File: src/rtl/hazard_scoreboard.sv
// Register hazard scoreboard: one down-counter per architectural register
// tracking cycles until its pending result becomes forwardable.
module hazard_scoreboard #(
    parameter int MUL_LAT = 5
) (
    input  logic        clk,
    input  logic        reset,
    input  logic [4:0]  rgS1_index_ID,
    input  logic [4:0]  rgS2_index_ID,
    input  logic        useS1_ID,
    input  logic        useS2_ID,
    input  logic [4:0]  rgD_index_ID,
    input  logic        writeRg_ID,
    input  logic [1:0]  lat_class_ID,
    input  logic        issue_valid,
    input  logic        freeze,
    input  logic        done_valid,
    input  logic [4:0]  done_index,
    output logic        stall_ID,
    output logic [31:0] pending_mask
);

    localparam logic [2:0] CNT_VAR = 3'd7;

    logic [2:0] r_cnt [32];
    logic [2:0] w_load_val;
    logic       w_issue_ld;
    logic       w_raw_s1;
    logic       w_raw_s2;
    logic       w_waw;

    always_comb begin
        w_load_val = 3'd0;
        case (lat_class_ID)
            2'd0:    w_load_val = 3'd0;
            2'd1:    w_load_val = 3'd1;
            2'd2:    w_load_val = 3'(MUL_LAT);
            default: w_load_val = CNT_VAR;
        endcase
    end

    // r_cnt[0] is held at zero, so the index!=0 terms are belt-and-braces
    assign w_raw_s1 = useS1_ID & (rgS1_index_ID != 5'd0) & (r_cnt[rgS1_index_ID] != 3'd0);
    assign w_raw_s2 = useS2_ID & (rgS2_index_ID != 5'd0) & (r_cnt[rgS2_index_ID] != 3'd0);
    assign w_waw    = writeRg_ID & (rgD_index_ID != 5'd0) & (r_cnt[rgD_index_ID] == CNT_VAR);
    assign stall_ID = w_raw_s1 | w_raw_s2 | w_waw;

    assign w_issue_ld = issue_valid & ~stall_ID & ~freeze & writeRg_ID & (rgD_index_ID != 5'd0);

    always_ff @(posedge clk or negedge reset) begin
        if (!reset) begin
            for (int i = 0; i < 32; i++) begin
                r_cnt[i] <= 3'd0;
            end
        end else begin
            r_cnt[0] <= 3'd0;
            for (int i = 1; i < 32; i++) begin
                // issue beats done-clear beats decrement for the same register
                if (w_issue_ld && (rgD_index_ID == 5'(i))) begin
                    r_cnt[i] <= w_load_val;
                end else if (done_valid && (done_index == 5'(i)) && (r_cnt[i] == CNT_VAR)) begin
                    r_cnt[i] <= 3'd0;
                end else if (!freeze && (r_cnt[i] != 3'd0) && (r_cnt[i] != CNT_VAR)) begin
                    r_cnt[i] <= r_cnt[i] - 3'd1;
                end
            end
        end
    end

    always_comb begin
        pending_mask = 32'd0;
        for (int i = 1; i < 32; i++) begin
            pending_mask[i] = (r_cnt[i] != 3'd0);
        end
    end

endmodule

File: config.mk
export PLATFORM = sky130hd
export DESIGN_NAME = hazard_scoreboard
export DESIGN_NICKNAME = d
export VERILOG_FILES = /design/src/rtl/hazard_scoreboard.sv
export SDC_FILE = /design/constraint.sdc
export NUM_CORES = 1
export LEC_CHECK = 0
export ABC_AREA = 1
export CORE_MARGIN = 2
export CORE_UTILIZATION = 44
export CTS_BUF_LIST = sky130_fd_sc_hd__clkbuf_16
export CTS_CLUSTER_SIZE = 8
export DETAILED_ROUTE_END_ITERATION = 10
export PLACE_DENSITY = 0.6
export SLEW_MARGIN = 30
export SYNTH_ARGS = -nofsm -noshare
export SYNTH_HDL_FRONTEND = slang
export SYNTH_SLANG_ARGS = --single-unit
File: constraint.sdc
create_clock -name clk -period 5.3 [get_ports clk]
set_input_delay 1.06 -clock clk [delete_from_list [all_inputs] [get_ports clk]]
set_output_delay 1.06 -clock clk [all_outputs]
set_load 0.005 [all_outputs]
==> results of run 1 <==
[worst max-delay path, stage by stage]
cell	delay [ns]
clkdlybuf4s50_1	0.72
inv_2	0.43
nand2_1	0.13
inv_1	0.23
nand2_1	0.08
nand2_1	0.06
inv_1	0.03
nand2_1	0.07
nand2_1	0.05
nand3_1	0.07
nand2_1	0.06
nand2_1	0.05
nand3_1	0.10
nand2_1	0.19
nor2_8	0.06
inv_1	0.05
clkdlybuf4s50_1	0.48
[synthesized netlist by cell type (10+ instances only)]
library cell | instances | area share
buf_2 | 18 | 0.0081
buf_4 | 11 | 0.0074
clkbuf_1 | 28 | 0.0094
dfrtp_1 | 93 | 0.21
ha_1 | 93 | 0.10
inv_1 | 195 | 0.066
nand2_1 | 698 | 0.24
nand3_1 | 138 | 0.062
nand3_2 | 21 | 0.019
nand3_4 | 10 | 0.016
nand4_1 | 200 | 0.11
nor2_1 | 174 | 0.059
nor3_1 | 51 | 0.023
o21ai_0 | 10 | 0.0045
o21ai_1 | 24 | 0.011
xnor2_1 | 25 | 0.020
[how the worst max path moves through the flow]
stage	start	to	slack, ns
final	rgS1_index_ID[1]	stall_ID	0.31
after global routing	rgS1_index_ID[1]	stall_ID	0.16
after CTS	rgS1_index_ID[1]	stall_ID	0.44
after detailed placement	rgS1_index_ID[1]	stall_ID	0.45
after global placement	rgS1_index_ID[1]	stall_ID	0.40
after floorplan	rgD_index_ID[1]	stall_ID	1.69
[cells by family (layout without fill, tap and decap cells)]
logic type | after synthesis | in the layout | share of synthesized area
AOI/OAI and AO/OA | 43 | 43 | 0.0198
DFF | 93 | 93 | 0.209
other | 1 | 1 | 0.000337
xor gates and xnor gates | 31 | 31 | 0.0244
adders and majority gates | 93 | 93 | 0.105
and+or+nand+nor | 1306 | 1306 | 0.536
buffers and inverters | 277 | 303 | 0.106
[power breakdown]
group          total, uW  leakage (uW)  internal, uW  switching, uW
registers           1680       0.00114          1070            604
logic               3870       0.00508          1600           2270
clock network        686      0.000140           364            322
total               6230       0.00636          3040           3200
[final cells by class]
cell class,instances,share of cell area
Clock inverter,7,0.00564
Sequential cell,93,0.191
Inverter,206,0.0633
Timing Repair Buffer,81,0.0627
Multi-Input combinational cell,1474,0.625
Tap cell,330,0.0338
Clock buffer,9,0.0184
[metal layers]
metal	GRT usage	vias to the layer above	wire (um)
li1	-	6069	-
met1	0.404	5512	17400
met2	0.473	432	16900
met3	0.0449	88	2810
met4	0.119	2	1460
met5	0.0133	-	47
[metrics by stage]
step	hold slack, ns	power, uW
after global routing	0.618	6950
after detailed placement	0.558	5500
after CTS	0.580	6220
after floorplan	0.517	4330
after global placement	0.553	5470
final	0.577	6230
==> impl_metrics.ini, run 1 <==
[sta]
hold_viol = 0
fmax_ghz = 0.200
slew-limit-headroom = 0.335
fin_crit_sh = 0.942
worst_slack_ns = 0.308
min_period_ns = 4.99
skew_ns = 0.0106
setup_violations = 0
finalSetupTns_ns = 0
rsz0062_at_grt = no
tightest_slew_ns = 0.990
slew_viol_final = 0

[detailed_routing]
drt_pre_antenna_iters = 5
drt_iter0_markers = 1137
antenna_left = 0
vias = 12103
viasPerCell = 5.50
drcViolationCount = 0
wl_um = 38600
wl_per_cell_um = 17.5

[final_layout]
syn_to_final_growth_pct = 9.69
top_regs = r_cnt: 93 flops
final_cell_mix = nand2_1, nand4_1, inv_1, nor2_1, nand3_1
final_cell_area_um2 = 12200
final_cells = 2200
finalNetCount = 1988
drive_gt1_frac = 0.0449
multi_input_area_um2 = 7640
final_common_cell = nand2_1
postLayoutCoreUtil = 0.488
largest_reg_flops = 93
n_antenna_cell = 0
top_register = r_cnt
fillers = 2687
register_area_um2 = 2330

[critical_path]
cp_max_fo = 12
ff2ff_setup_slack_ns = 2.21
path_class = input pin to primary output
r2r-start = r_cnt[73]
rr_worst_depth = 18
critPathLaunchType = input pin
arrival_ns = 3.93
crit_required_ns = 4.24
timing.rr.end = r_cnt[27]
cp-end-kind = primary output

[clocking]
h-tree-depth = 3
clock_path_buffers = 2
root_buffer = clkbuf_16
post_cts_buffers = 0
numCtsBuffers = 9
cts-resized-gates = 0
hold_buffers = 0
cts_tree = done
clock_sinks = 93
clock_latency_ns = 0.36
clkTransAtPathRegs_ns = 0.08

[worst_hold_path]
hold_class = flip-flop to flip-flop
min_from = r_cnt[91]
holdPathStages = 2
min_to = r_cnt[91]

[yosys]
avgSynthCellArea_um2 = 6.04
yosys_warnings = 0
synth_fp_nets = 1967
yosys.cell_types.count = 33
ys_seq_elements = 93
yosys_most_used_dff = dfrtp_1
netlist_area_um2 = 11100
synth_cells = 1844
seq_area_frac_synth = 0.209
synth_edf_count = 0
synthArstFlopShare = 1.00

[grt]
grt_max_degree = 125
grt_first_pass_wirelength_um = 61800
overflow = 0
grt_pass1_vias = 11497
grt.total_usage = 0.298
antenna_found_initial = 0

[die]
initial_core_util = 0.445
num_rows = 58
die_h_um = 163
die_x_um = 163
core_area_um2 = 25000
ioPinCount = 63
dieArea_um2 = 26600

[placed_design]
gp_congestion = 1.01
placed_cell_area_um2 = 11900
dp_worst_setup_slack_ns = 0.452
dp.final_hpwl_um = 28200
place_inst = 2184
port_buffers = 61

[pwr]
max-vdd-ir-drop_v = 0.000242
p_leak_uw = 0.00636
p_per_area_nw_per_um2 = 511

[run]
cap_violations = 0

[outcome]
outcome = finished, final reports clean
Power figures use the tool's default switching activity.
==> inputs of run 2 (changes only) <==
- CTS_CLUSTER_DIAMETER: unset -> 100
- REMOVE_ABC_BUFFERS: unset -> 1
==> run 2 against run 1 <==
Against the previous run: core utilization is essentially flat; largest power group unchanged; maximum frequency grew 4.1%; critical path depth shrank 3; non-clock buffer count grew 3; clock skew grew 0.0021 ns; worst hold slack lost 0.011 ns; power is essentially flat; sequential cell count is the same; routed wire length grew 4.3%; die area is the same; sequential share of layout area is essentially flat.
==> impl_metrics.ini, run 2 (synthesis gave the netlist of run 1 again) <==
[outcome]
outcome = finished, final reports clean

[final_layout]
n_antenna_cell = 0
final_common_cell = nand2_1
final_cell_mix = nand2_1, nand4_1, inv_1, nor2_1, nand3_1
top_register = r_cnt
final_cells = 2203
final_cell_area_um2 = 12200
largest_reg_flops = 93
syn_to_final_growth_pct = 9.68
finalNetCount = 1991
drive_gt1_frac = 0.0464
top_regs = r_cnt: 93 flops

[sta]
fin_crit_sh = 0.905
tightest_slew_ns = 0.863
hold_slack_ns = 0.566
fmax_ghz = 0.209
rsz0062_at_grt = no
min_period_ns = 4.79
slew-limit-headroom = 0.420
setup_violations = 0
skew_ns = 0.0127
hold_viol = 0
slew_viol_final = 0
finalSetupTns_ns = 0

[worst_hold_path]
min_from = r_cnt[91]
hold_class = flip-flop to flip-flop

[die]
initial_core_util = 0.445
die_h_um = 163
ioPinCount = 63
num_rows = 58
dieArea_um2 = 26600
die_x_um = 163
core_area_um2 = 25000

[detailed_routing]
drt_pre_antenna_iters = 6
drcViolationCount = 0
antenna_left = 0
viasPerCell = 5.58
wl_per_cell_um = 18.3
wl_um = 40300
drt_iter0_markers = 1336
vias = 12303

[placed_design]
port_buffers = 61
placed_cell_area_um2 = 11900
gp_congestion = 0.951
dp.final_hpwl_um = 29600
place_inst = 2187

[pwr]
p_leak_uw = 0.00637
p_per_area_nw_per_um2 = 511
max-vdd-ir-drop_v = 0.000253

[grt]
grt_max_degree = 71
grt_pass1_vias = 11174
grt_first_pass_wirelength_um = 62900
antenna_found_initial = 0
grt.total_usage = 0.305
overflow = 0

[critical_path]
critPathLaunchType = input pin
arrival_ns = 3.73
cp-end-kind = primary output
crit_start = rgS2_index_ID[1]
crit_required_ns = 4.24
cp_max_fo = 15
path_class = input pin to primary output
r2r-start = r_cnt[22]

[clocking]
clock_latency_ns = 0.37
hold_buffers = 0
clkTransAtPathRegs_ns = 0.07
h-tree-depth = 3
cts-resized-gates = 0
root_buffer = clkbuf_16
clock_sinks = 93
clock_path_buffers = 2
cts_tree = done
numCtsBuffers = 9
post_cts_buffers = 0

[run]
cap_violations = 0
-- run 2: cell types whose count changed in the layout (fill, tap and decap cells not counted), sizes merged --
cell and delta:
clkinvlp -1, bufinv -1, buf +3, clkinv +2
-- run 2: final timing paths --
kind                            slack [ns]  cells after the start        end
max in group asynchronous             3.51                      2  r_cnt[28]
worst max register to register        2.20                     17  r_cnt[92]
min in group asynchronous             0.73                      1  r_cnt[38]
worst max-delay path                  0.51                     14   stall_ID
worst min-delay path                  0.57                      2  r_cnt[91]
worst min register to register        0.57                      2  r_cnt[91]
-- run 2: report_power, final --
| group | leakage [uW] | internal (uW) | switching, uW | total (uW) |
|---|---|---|---|---|
| logic | 0.00510 | 1600 | 2290 | 3890 |
| clock network | 0.000134 | 317 | 329 | 646 |
| registers | 0.00114 | 1070 | 629 | 1700 |
-- run 2: per-stage QoR --
step                worst slack (ns)  power [uW]   util
finish                         0.506        6230  0.488
floorplan                      -2.63        4250      -
detailed placement             0.561        5540  0.477
global route                   0.345        6900  0.488
CTS                            0.547        6220  0.488
global placement               0.540        5520  0.477
-- run 2: per-layer routing --
layer,share of wire,up-vias,GRT usage
met2,0.45,439,0.497
met1,0.45,5721,0.420
met3,0.072,63,0.0447
met4,0.027,0,0.0877
met5,0,-,0
li1,-,6080,-
-- run 2: area by class of cell --
cell class              count  area, um2
multi-input cells        1474       7640
clock buffers               9        225
clock inverters             7       45.0
fillers                  2672      12800
inverters                 206        773
flip-flops and latches     93       2330
repair buffers             84        788
well taps                 330        413
-- run 2: critical path, stage by stage --
cell             delay (ns)
clkdlybuf4s50_1        0.93
inv_2                  0.25
nand3_1                0.14
nand3_1                0.08
nand3_1                0.13
nand2_1                0.07
nand2_1                0.05
nand3_1                0.08
nand2_1                0.07
nand2_1                0.06
nand2_1                0.20
nor2_8                 0.06
inv_1                  0.06
clkdlybuf4s50_1        0.49
